$ cat src/rtl/clint_timer.sv
// clint_timer: core-local interruptor holding mtime, mtimecmp and msip behind a single-cycle bus slave.
module clint_timer #(
    parameter int ADDR_WIDTH = 16,
    parameter int TICK_DIV   = 1
) (
    input  logic                  clk_i,
    input  logic                  rst_n_i,
    input  logic                  req_i,
    input  logic                  we_i,
    input  logic [ADDR_WIDTH-1:0] addr_i,
    input  logic [31:0]           wdata_i,
    output logic                  rvalid_o,
    output logic [31:0]           rdata_o,
    output logic                  err_o,
    output logic                  irq_timer_o,
    output logic                  irq_software_o
);
    localparam int PW = (TICK_DIV > 1) ? $clog2(TICK_DIV) : 1;
    localparam logic [ADDR_WIDTH-1:0] A_MSIP  = ADDR_WIDTH'(32'h0000);
    localparam logic [ADDR_WIDTH-1:0] A_CMPLO = ADDR_WIDTH'(32'h4000);
    localparam logic [ADDR_WIDTH-1:0] A_CMPHI = ADDR_WIDTH'(32'h4004);
    localparam logic [ADDR_WIDTH-1:0] A_MTLO  = ADDR_WIDTH'(32'hBFF8);
    localparam logic [ADDR_WIDTH-1:0] A_MTHI  = ADDR_WIDTH'(32'hBFFC);

    logic [PW-1:0] presc_q, presc_d;
    logic [63:0]   mtime_q, mtime_d, mtime_inc;
    logic [63:0]   mtimecmp_q, mtimecmp_d;
    logic          msip_q, msip_d;
    logic          irq_timer_q;
    logic          rvalid_q;
    logic [31:0]   rdata_q, rdata_d, rd_val;
    logic          err_q;
    logic          tick, hit, wr;

    assign tick = presc_q == PW'(TICK_DIV - 1);
    assign hit  = addr_i inside {A_MSIP, A_CMPLO, A_CMPHI, A_MTLO, A_MTHI};
    assign wr   = req_i & we_i;
    assign mtime_inc = mtime_q + {63'b0, tick};

    // Misaligned offsets never match a mapped word address, so they fall out as errors.
    assign rd_val = (addr_i == A_MSIP)  ? {31'b0, msip_q}     :
                    (addr_i == A_CMPLO) ? mtimecmp_q[31:0]    :
                    (addr_i == A_CMPHI) ? mtimecmp_q[63:32]   :
                    (addr_i == A_MTLO)  ? mtime_q[31:0]       :
                    (addr_i == A_MTHI)  ? mtime_q[63:32]      : 32'b0;

    always_comb begin
        presc_d    = tick ? '0 : presc_q + PW'(1);
        mtime_d    = (wr && addr_i == A_MTLO) ? {mtime_inc[63:32], wdata_i} :
                     (wr && addr_i == A_MTHI) ? {wdata_i, mtime_inc[31:0]} : mtime_inc;
        mtimecmp_d = (wr && addr_i == A_CMPLO) ? {mtimecmp_q[63:32], wdata_i} :
                     (wr && addr_i == A_CMPHI) ? {wdata_i, mtimecmp_q[31:0]} : mtimecmp_q;
        msip_d     = (wr && addr_i == A_MSIP) ? wdata_i[0] : msip_q;
        rdata_d    = (req_i && !we_i && hit) ? rd_val : 32'b0;
    end

    always_ff @(posedge clk_i or negedge rst_n_i) begin
        if (!rst_n_i) begin
            presc_q     <= '0;
            mtime_q     <= '0;
            mtimecmp_q  <= '1;
            msip_q      <= 1'b0;
            irq_timer_q <= 1'b0;
            rvalid_q    <= 1'b0;
            rdata_q     <= '0;
            err_q       <= 1'b0;
        end else begin
            presc_q     <= presc_d;
            mtime_q     <= mtime_d;
            mtimecmp_q  <= mtimecmp_d;
            msip_q      <= msip_d;
            irq_timer_q <= mtime_q >= mtimecmp_q;
            rvalid_q    <= req_i;
            rdata_q     <= rdata_d;
            err_q       <= req_i & ~hit;
        end
    end

    assign rvalid_o       = rvalid_q;
    assign rdata_o        = rdata_q;
    assign err_o          = err_q;
    assign irq_timer_o    = irq_timer_q;
    assign irq_software_o = msip_q;
endmodule

$ cat config.mk
export PLATFORM = sky130hd
export DESIGN_NAME = clint_timer
export DESIGN_NICKNAME = d
export VERILOG_FILES = /design/src/rtl/clint_timer.sv
export SDC_FILE = /design/constraint.sdc
export NUM_CORES = 1
export LEC_CHECK = 0
export BUFFER_PORTS_ARGS = -buffer_cell sky130_fd_sc_hd__buf_2
export CORE_MARGIN = 5
export CORE_UTILIZATION = 67
export CTS_BUF_LIST = sky130_fd_sc_hd__clkbuf_4 sky130_fd_sc_hd__clkbuf_8
export DETAILED_ROUTE_END_ITERATION = 8
export GPL_ROUTABILITY_DRIVEN = 0
export GPL_TIMING_DRIVEN = 0
export PLACE_DENSITY = 0.9
export SLEW_MARGIN = 10
export SYNTH_ARGS = -nofsm -noshare
export SYNTH_HDL_FRONTEND = slang
export SYNTH_SLANG_ARGS = --single-unit
$ cat constraint.sdc
create_clock -name clk_i -period 3.55 [get_ports clk_i]
set_input_delay 0.355 -clock clk_i [delete_from_list [all_inputs] [get_ports clk_i]]
set_output_delay 0.355 -clock clk_i [all_outputs]
set_load 0.05 [all_outputs]
==> flow_summary.ini, run 1 <==
[worst_setup_path]
critPathMaxFanout = 10
start_kind = register
worstSetupPathType = reg2reg
startpoint = mtime_q[1]
r2r_slack_ps = 260
crit_end = mtime_q[54]
arrival_ps = 3620
rr_endpoint = mtime_q[54]
r2r_cells = 9
critPathCaptureType = register
r2r-start = mtime_q[1]
worstPathRequired_ps = 3880

[clock_tree]
cts_resized = 0
htree_levels = 4
insertion_delay_ps = 480
numCtsBuffers = 17
cts_root_buf = clkbuf_8
cts_setup_buffers = 0
cts_buffer_depth = 2
clock_sinks = 164
cts_tree = done
clkTransAtPathRegs_ps = 90

[outcome]
outcome = finished clean

[routing]
drt_iter0_markers = 1302
antenna_left = 0
wl_per_cell_um = 20.1
wl_mm = 25.4
drcViolationCount = 0
avgViaCountPerCell = 6.47
firstDrtPassIters = 7
dr_total_vias = 8182

[finish]
utilization_pct = 76.3
drive_gt1_share_pct = 24.7
fin_area_sq_um = 10500
fin_nets = 1189
seqCellArea_sq_um = 4180
n_fill_cell = 907
areaGrowthSynthToFinish_pct = 12.3
num_antenna_cells = 0
multi_input_comb_area_sq_um = 4720

[timing]
period_needed_ps = 3290
slew_violations = 0
fin_ws_ps = 264
max_freq_mhz = 304
tightest_slew_ps = 945
period_share_pct = 92.6
hold_violations = 0
setup_viol = 0
max-slew-margin-rel_pct = 35.4
clock_skew_ps = 16.4
grt_setup_unrepaired = no

[floorplanning]
die_area_sq_um = 16400
die_y_um = 128
io_pins = 88
core_sq_um = 13800
die_x_um = 128
row_count = 43
initial_core_util_pct = 68.0

[placed_design]
port_buffers = 87
dp_hpwl_mm = 18.0
placed_cell_area_sq_um = 10100
pre_cts_ws_ps = 495

[yosys]
synth-edff-count = 0
synth_seq_area_share_pct = 44.7
synth_cells = 964
synth_ff_type = dfrtp_1
syn_area_sq_um = 9360
ys_types = 45
ys_ff_latch = 164
syn_nets = 1081
ys_async_sr_fraction_pct = 100
synthesis.yosys.warnings = 0
avgSynthCellArea_sq_um = 9.71

[global_routing]
overflow = 0
first_global_vias = 8102
track_usage_pct = 31.4
grt_max_degree = 91
antenna_found_initial = 0
grt_pass1_wl_mm = 40.7

[power]
peakVddDrop_v = 0.000413
internal_power_mw = 2.76
switching_power_mw = 0.847
leakage_nw = 4.33
switching_share_pct = 23.5
power_frac_seq_pct = 52.6
clkPwrFrac_pct = 42.8
power_density_nw_per_um2 = 343
p_comb_share_pct = 4.6

[min_path]
whs_path_depth = 1
hp-class = in2reg
min_from = req_i

[job]
maxCapViolCount = 0
[power by group through the flow]
| stage | Combinational (mW) | Clock, mW | Sequential, mW |
|---|---|---|---|
| 5_1_grt | 0.185 | 1.62 | 1.90 |
| 3_5_place_dp | 0.163 | 0 | 1.93 |
| 4_1_cts | 0.166 | 1.54 | 1.90 |
| 3_3_place_gp | 0.152 | 0 | 1.93 |
| 6_report | 0.166 | 1.55 | 1.90 |
| 2_1_floorplan | 0.0465 | 0 | 1.93 |
[per-layer routing]
layer / vias to the layer above / track usage, % / wire, um / share of wire (%)
li1: 3623 / - / - / -
met1: 3856 / 40.5 / 9680 / 38
met2: 581 / 49.2 / 11700 / 46
met3: 122 / 8.38 / 2870 / 11
met4: 0 / 15.2 / 1120 / 4.4
met5: - / 0 / 0 / 0
[synth_stat cells (all sizes together), types with 11 or more instances]
cell type | count | area share (%)
inv | 72 | 2.9
ha | 65 | 8.7
dfrtp | 100 | 27
o21ai | 42 | 2.2
nor3 | 22 | 1.4
nand3 | 25 | 1.3
a222oi | 32 | 3.4
nand4 | 25 | 1.7
clkbuf | 40 | 1.6
xnor2 | 36 | 3.4
nand2 | 72 | 2.9
dfstp | 64 | 18
nor4 | 11 | 1.1
a21oi | 87 | 4.7
mux2 | 68 | 8.2
xor2 | 26 | 2.4
nor2 | 116 | 4.7
[per-stage QoR]
step	hold slack [ps]	power [mW]	TNS [ps]	cells
after floorplan	59.4	1.98	0	964
after global placement	497	2.08	-22850	1231
after detailed placement	408	2.09	0	1232
after CTS	28.2	3.60	0	1264
after global routing	18.6	3.71	0	1264
final	30.3	3.61	0	1264
[state kept, by name, indices dropped and copies added (netlist names)]
signal and flops:
rdata_o 32, err_o 1, mtime_q 64, irq_timer_o 1, rvalid_o 1, irq_software_o 1, mtimecmp_q 64
[worst min-delay path by stage]
stage,to,slack (ps)
finish,rvalid_o,30
global route,rvalid_o,20
CTS,rvalid_o,30
detailed placement,mtime_q[13],410
global placement,rvalid_o,500
floorplan,err_o,60
[cells by family after synthesis]
group | count (synthesis) | synth area share [%]
fa+ha+maj | 65 | 8.69
simple gates | 311 | 16.2
buf+inv | 119 | 4.89
compound gates | 175 | 11.5
xor+xnor | 62 | 5.80
mux | 68 | 8.18
flops | 164 | 44.7
[cell type report]
cell class              instances  area share, %
plain buffers                  47           1.78
clock buffers                  17           2.23
clock inverters                14           2.00
inverters                      72           2.57
multi-input cells             681           44.9
flip-flops and latches        164           39.8
well taps                     180           2.14
repair buffers                 89           4.59
[critical path, stage by stage, from the launching register on]
cell	delay [ps]
dfrtp_1	400
ha_1	230
nand2_1	120
or4_1	530
clkbuf_1	320
nor4_2	720
buf_2	360
nand3_1	130
xor2_1	210
a21oi_1	120
[cells in the final DEF, fill, tap and decap left out, types with 5 or more instances in the layout]
cell type | synthesis | routed
nor2_1 | 116 | 116
dfrtp_1 | 100 | 100
buf_2 | 3 | 89
a21oi_1 | 87 | 87
inv_1 | 72 | 72
nand2_1 | 71 | 71
mux2_2 | 68 | 68
ha_1 | 65 | 65
dfstp_2 | 64 | 64
o21ai_0 | 42 | 42
clkbuf_1 | 40 | 40
xnor2_1 | 36 | 36
a222oi_1 | 32 | 32
xor2_1 | 26 | 26
nand3_1 | 25 | 25
nand4_1 | 25 | 25
nor3_1 | 17 | 17
clkbuf_8 | 0 | 17
and4_1 | 10 | 10
and3_1 | 10 | 10
nor4_1 | 6 | 6
nor4_2 | 5 | 5
nor3_2 | 5 | 5
bufinv_16 | 0 | 5
[what timing repair did]
item                                   CTS  global route
hold buffers                             1             0
endpoints found under the hold margin   50             0
setup endpoints to repair                0             0
No activity file was read; power rests on OpenSTA's default activity.
==> run 2: changes to the inputs <==
--- a/config.mk
+++ b/config.mk
@@ -10,4 +10,5 @@
 export CORE_UTILIZATION = 67
 export CTS_BUF_LIST = sky130_fd_sc_hd__clkbuf_4 sky130_fd_sc_hd__clkbuf_8
+export CTS_CLUSTER_DIAMETER = 120
 export DETAILED_ROUTE_END_ITERATION = 8
 export GPL_ROUTABILITY_DRIVEN = 0
==> constraint.sdc (replaced) <==
create_clock -name clk_i -period 3.55 [get_ports clk_i]
set_input_delay 0.1775 -clock clk_i [delete_from_list [all_inputs] [get_ports clk_i]]
set_output_delay 0.1775 -clock clk_i [all_outputs]
set_load 0.05 [all_outputs]
==> run 2 against run 1 <==
Effect of this change: the flow now finishes with violations (hold timing); register-to-register slack barely moved; via count increased by 0.29%; global-route usage up 0.12 points; clock skew up 1.6 ps; cell area rose by 0.48%; flip-flop and latch count stayed put; count of clock-buffer cells in the layout unchanged; worst setup slack gained 9.1 ps; critical path type unchanged; largest cell class unchanged.
==> flow_summary.ini, run 2 (synthesis results as in run 1) <==
[outcome]
outcome = finished with violations
violations = hold timing

[finish]
fin_area_sq_um = 10600
mostFrequentLayoutCells = 116 x nor2_1, 100 x dfrtp_1, 89 x buf_2
num_antenna_cells = 0
n_fill_cell = 901
multi_input_comb_area_sq_um = 4720
layout_commonest_cell = nor2_1
drive_gt1_share_pct = 24.6
areaGrowthSynthToFinish_pct = 12.8
fin_nets = 1194
seqCellArea_sq_um = 4180

[placed_design]
pre_cts_ws_ps = 495
dp_hpwl_mm = 18.0
placed_cell_area_sq_um = 10100
port_buffers = 87

[routing]
firstDrtPassIters = 7
wl_per_cell_um = 20.1
wl_mm = 25.5
avgViaCountPerCell = 6.47
drt_iter0_markers = 1266
drcViolationCount = 0
dr_total_vias = 8206
antenna_left = 0

[clock_tree]
cts_root_buf = clkbuf_8
insertion_delay_ps = 480
cts_tree = done
clkTransAtPathRegs_ps = 100
htree_levels = 4
cts_buffer_depth = 2
clock_sinks = 164
numCtsBuffers = 17
cts_setup_buffers = 0

[worst_setup_path]
arrival_ps = 3610
worstSetupPathType = reg2reg
r2r-start = mtime_q[1]
critPathMaxFanout = 10
r2r_cells = 9
critPathCaptureType = register
rr_endpoint = mtime_q[54]
start_kind = register
r2r_slack_ps = 270
worstPathRequired_ps = 3880

[floorplanning]
die_y_um = 128
die_x_um = 128
core_sq_um = 13800
die_area_sq_um = 16400
initial_core_util_pct = 68.0
row_count = 43
io_pins = 88

[power]
leakage_nw = 4.36
peakVddDrop_v = 0.000413
power_mw = 3.61
power_density_nw_per_um2 = 342

[global_routing]
track_usage_pct = 31.5
first_global_vias = 8140
grt_pass1_wl_mm = 40.9
grt_max_degree = 91
overflow = 0
antenna_found_initial = 0

[min_path]
min_from = wdata_i[21]
hp-class = in2reg
whs_path_depth = 3
hold-path-endpoint = mtime_q[53]

[timing]
clock_skew_ps = 18.0
period_needed_ps = 3280
grt_setup_unrepaired = no
tightest_slew_ps = 928
setup_viol = 0
hold_violations = 1
slew_violations = 0
fin_ws_ps = 273
period_share_pct = 92.3
timing.hold.ws_ps = -2.58
max-slew-margin-rel_pct = 37.6
max_freq_mhz = 305

[job]
maxCapViolCount = 0
==> run 2: cell count changes in the layout (fill, tap and decap cells not counted), sizes merged <==
cell	change
dlygate4sd3	+5
==> run 2: metal layers <==
layer  vias to the layer above  track usage (%)  routed length [um]
met5                         -                0                   0
met4                         0             15.2                1130
met3                       123             8.29                2740
met2                       543             49.5               11900
met1                      3904             40.6                9750
li1                       3636                -                   -
==> run 2: per-stage QoR <==
| step | TNS [ps] | cells | util, % |
|---|---|---|---|
| finish | 0 | 1269 | 76.7 |
| global route | 0 | 1269 | 76.7 |
| CTS | 0 | 1268 | 76.6 |
| detailed placement | 0 | 1232 | 73.0 |
| global placement | -5100 | 1231 | 72.8 |
| floorplan | 0 | 964 | - |
==> run 2: worst max path at each step <==
| stage | depth (start not counted) | slack (ps) | start | endpoint |
|---|---|---|---|---|
| 6_report | 9 | 270 | mtime_q[1] | mtime_q[54] |
| 5_1_grt | 9 | 210 | mtime_q[1] | mtime_q[54] |
| 4_1_cts | 9 | 410 | mtime_q[0] | mtime_q[54] |
| 3_5_place_dp | 9 | 490 | mtime_q[0] | mtime_q[56] |
| 3_3_place_gp | 1 | -60 | rst_n_i | rdata_o[28] |
| 2_1_floorplan | 9 | 1230 | mtime_q[1] | mtime_q[56] |
==> run 2: worst max-delay path, stage by stage (launching register included) <==
cell and delay (ps):
dfrtp_1 400, ha_1 230, nand2_1 100, or4_1 520
clkbuf_1 330, nor4_2 720, buf_2 370, nand3_1 140
xor2_1 210, a21oi_1 120
==> run 2: power by group <==
| part | internal [mW] | switching, mW |
|---|---|---|
| Combinational | 0.0548 | 0.116 |
| Clock | 0.830 | 0.716 |
| Sequential | 1.88 | 0.0156 |
| Total | 2.76 | 0.847 |
==> run 2: final cells by class <==
type	instances	share of cell area [%]
Multi-Input combinational cell	681	44.7
Inverter	72	2.56
Clock buffer	17	2.21
Sequential cell	164	39.6
Clock inverter	14	1.99
Timing Repair Buffer	94	5.05
Buffer	47	1.78
Tap cell	180	2.13
==> run 2: what timing repair did <==
action,CTS,global route
hold endpoints to repair,60,2
hold buffers,5,1
gates resized for setup,0,0
==> run 3: changes to the inputs <==
CAP_MARGIN = 20   (was default)
SETUP_SLACK_MARGIN = 0.4   (was default)
==> run 3 against run 2 <==
Effect of this change: die area did not move; wire length about the same; power down 0.12%; count of clock-buffer cells in the layout unchanged; non-clock buffer count is the same; first-iteration DRC count is 15% higher; sequential power about the same; critical endpoint unchanged; worst setup slack improved by 280 ps; cell area is essentially flat; the flow now finishes without violations; combinational power is essentially flat.
==> flow_summary.ini, run 3 (synthesis results as in run 1) <==
[min_path]
whs_path_depth = 3
hp-class = in2reg
hold-path-endpoint = mtime_q[53]
min_from = wdata_i[21]

[clock_tree]
cts_buffer_depth = 2
clock_sinks = 164
clkTransAtPathRegs_ps = 90
numCtsBuffers = 17
cts_tree = done
insertion_delay_ps = 470
cts_root_buf = clkbuf_8
cts_setup_buffers = 0
htree_levels = 4

[finish]
multi_input_comb_area_sq_um = 4730
fin_nets = 1194
fin_area_sq_um = 10600
mostFrequentLayoutCells = 116 x nor2_1, 100 x dfrtp_1, 89 x buf_2
finalNonFillerCells = 1269
num_antenna_cells = 0
layout_commonest_cell = nor2_1
seqCellArea_sq_um = 4180
drive_gt1_share_pct = 24.6
n_fill_cell = 896
areaGrowthSynthToFinish_pct = 12.9

[timing]
grt_setup_unrepaired = no
max_freq_mhz = 334
tightest_slew_ps = 926
hold_violations = 0
max-slew-margin-rel_pct = 37.7
period_needed_ps = 3000
period_share_pct = 84.4
slew_violations = 0
fin_ws_ps = 554
setup_viol = 0
clock_skew_ps = 17.0

[worst_setup_path]
r2r_cells = 9
path_cells = ha_1, nand2_1, or4_1, clkbuf_1, nor4_4, buf_2, nand3_1, xor2_1, a21oi_1
r2r_slack_ps = 550
cp_top_family = simple AND/OR/NAND/NOR gates
worstSetupPathType = reg2reg
start_kind = register
critPathBufInv = 2
r2r-start = mtime_q[0]
critPathSlowestCell = or4_1
rr_endpoint = mtime_q[54]
worstPathRequired_ps = 3930
arrival_ps = 3380
critPathCaptureType = register
critPathMaxFanout = 10
max_stage_delay_ps = 520

[routing]
avgViaCountPerCell = 6.47
drt_iter0_markers = 1455
antenna_left = 0
firstDrtPassIters = 6
dr_total_vias = 8211
wl_per_cell_um = 20.1
wl_mm = 25.5
drcViolationCount = 0

[floorplanning]
row_count = 43
die_y_um = 128
core_sq_um = 13800
die_area_sq_um = 16400
initial_core_util_pct = 68.0
io_pins = 88
die_x_um = 128

[global_routing]
grt-busiest-layer = met2
grt_pass1_wl_mm = 40.9
met1_usage_pct = 40.6
track_usage_pct = 31.5
grt_max_degree = 91
use_met2_pct = 49.5
overflow = 0
antenna_found_initial = 0
grtUsageMet3_pct = 8.29
first_global_vias = 8140

[placed_design]
port_buffers = 87
placed_cell_area_sq_um = 10100
dp_hpwl_mm = 18.0
dpl.cell_count = 1232
pre_cts_ws_ps = 495

[power]
power_mw = 3.61
peakVddDrop_v = 0.000412
power_density_nw_per_um2 = 341
leakage_nw = 4.36

[outcome]
outcome = finished clean

[job]
maxCapViolCount = 0
==> run 3: metrics by stage <==
step / setup TNS [ps] / utilization [%] / hold slack, ps
after detailed placement: 0 / 73.0 / 231
after CTS: 0 / 76.6 / 1.14
after floorplan: 0 / - / -118
final: 0 / 76.8 / 1.22
after global placement: -5100 / 72.8 / 320
after global routing: 0 / 76.8 / 4.24
==> run 3: worst max-delay path by stage <==
| stage | from | endpoint | slack (ps) | depth (start not counted) |
|---|---|---|---|---|
| finish | mtime_q[0] | mtime_q[54] | 550 | 9 |
| detailed placement | mtime_q[0] | mtime_q[56] | 490 | 9 |
| CTS | mtime_q[0] | mtime_q[54] | 410 | 9 |
| global route | mtime_q[1] | mtime_q[54] | 530 | 9 |
| global placement | rst_n_i | rdata_o[28] | -60 | 1 |
| floorplan | mtime_q[1] | mtime_q[56] | 1230 | 9 |
==> run 3: per-layer routing <==
metal	wire length, um	vias up
met2	12000	535
li1	-	3634
met4	988	0
met1	9700	3944
met5	0	-
met3	2810	98
==> run 3: final cells by class <==
cell class / count / area share (%)
multi-input cells: 681 / 44.7
flip-flops and latches: 164 / 39.6
repair buffers: 94 / 5.04
inverters: 72 / 2.56
clock buffers: 17 / 2.21
well taps: 180 / 2.13
clock inverters: 14 / 1.99
plain buffers: 47 / 1.77
==> run 3: repair_timing <==
item	4_1_cts	5_1_grt
setup endpoints to repair	0	10
hold buffers	5	1
gates resized for setup	0	1
endpoints found under the hold margin	60	2
==> run 3: where the power goes <==
group | switching, mW | internal, mW | leakage (nW)
Clock | 0.711 | 0.830 | 0.218
Combinational | 0.116 | 0.0548 | 2.38
Sequential | 0.0155 | 1.88 | 1.76
Total | 0.843 | 2.76 | 4.36
==> run 3: tightest hold or removal path, cell delays in order <==
cell	delay, ps
buf_2	130
nor2_1	100
a21oi_1	40
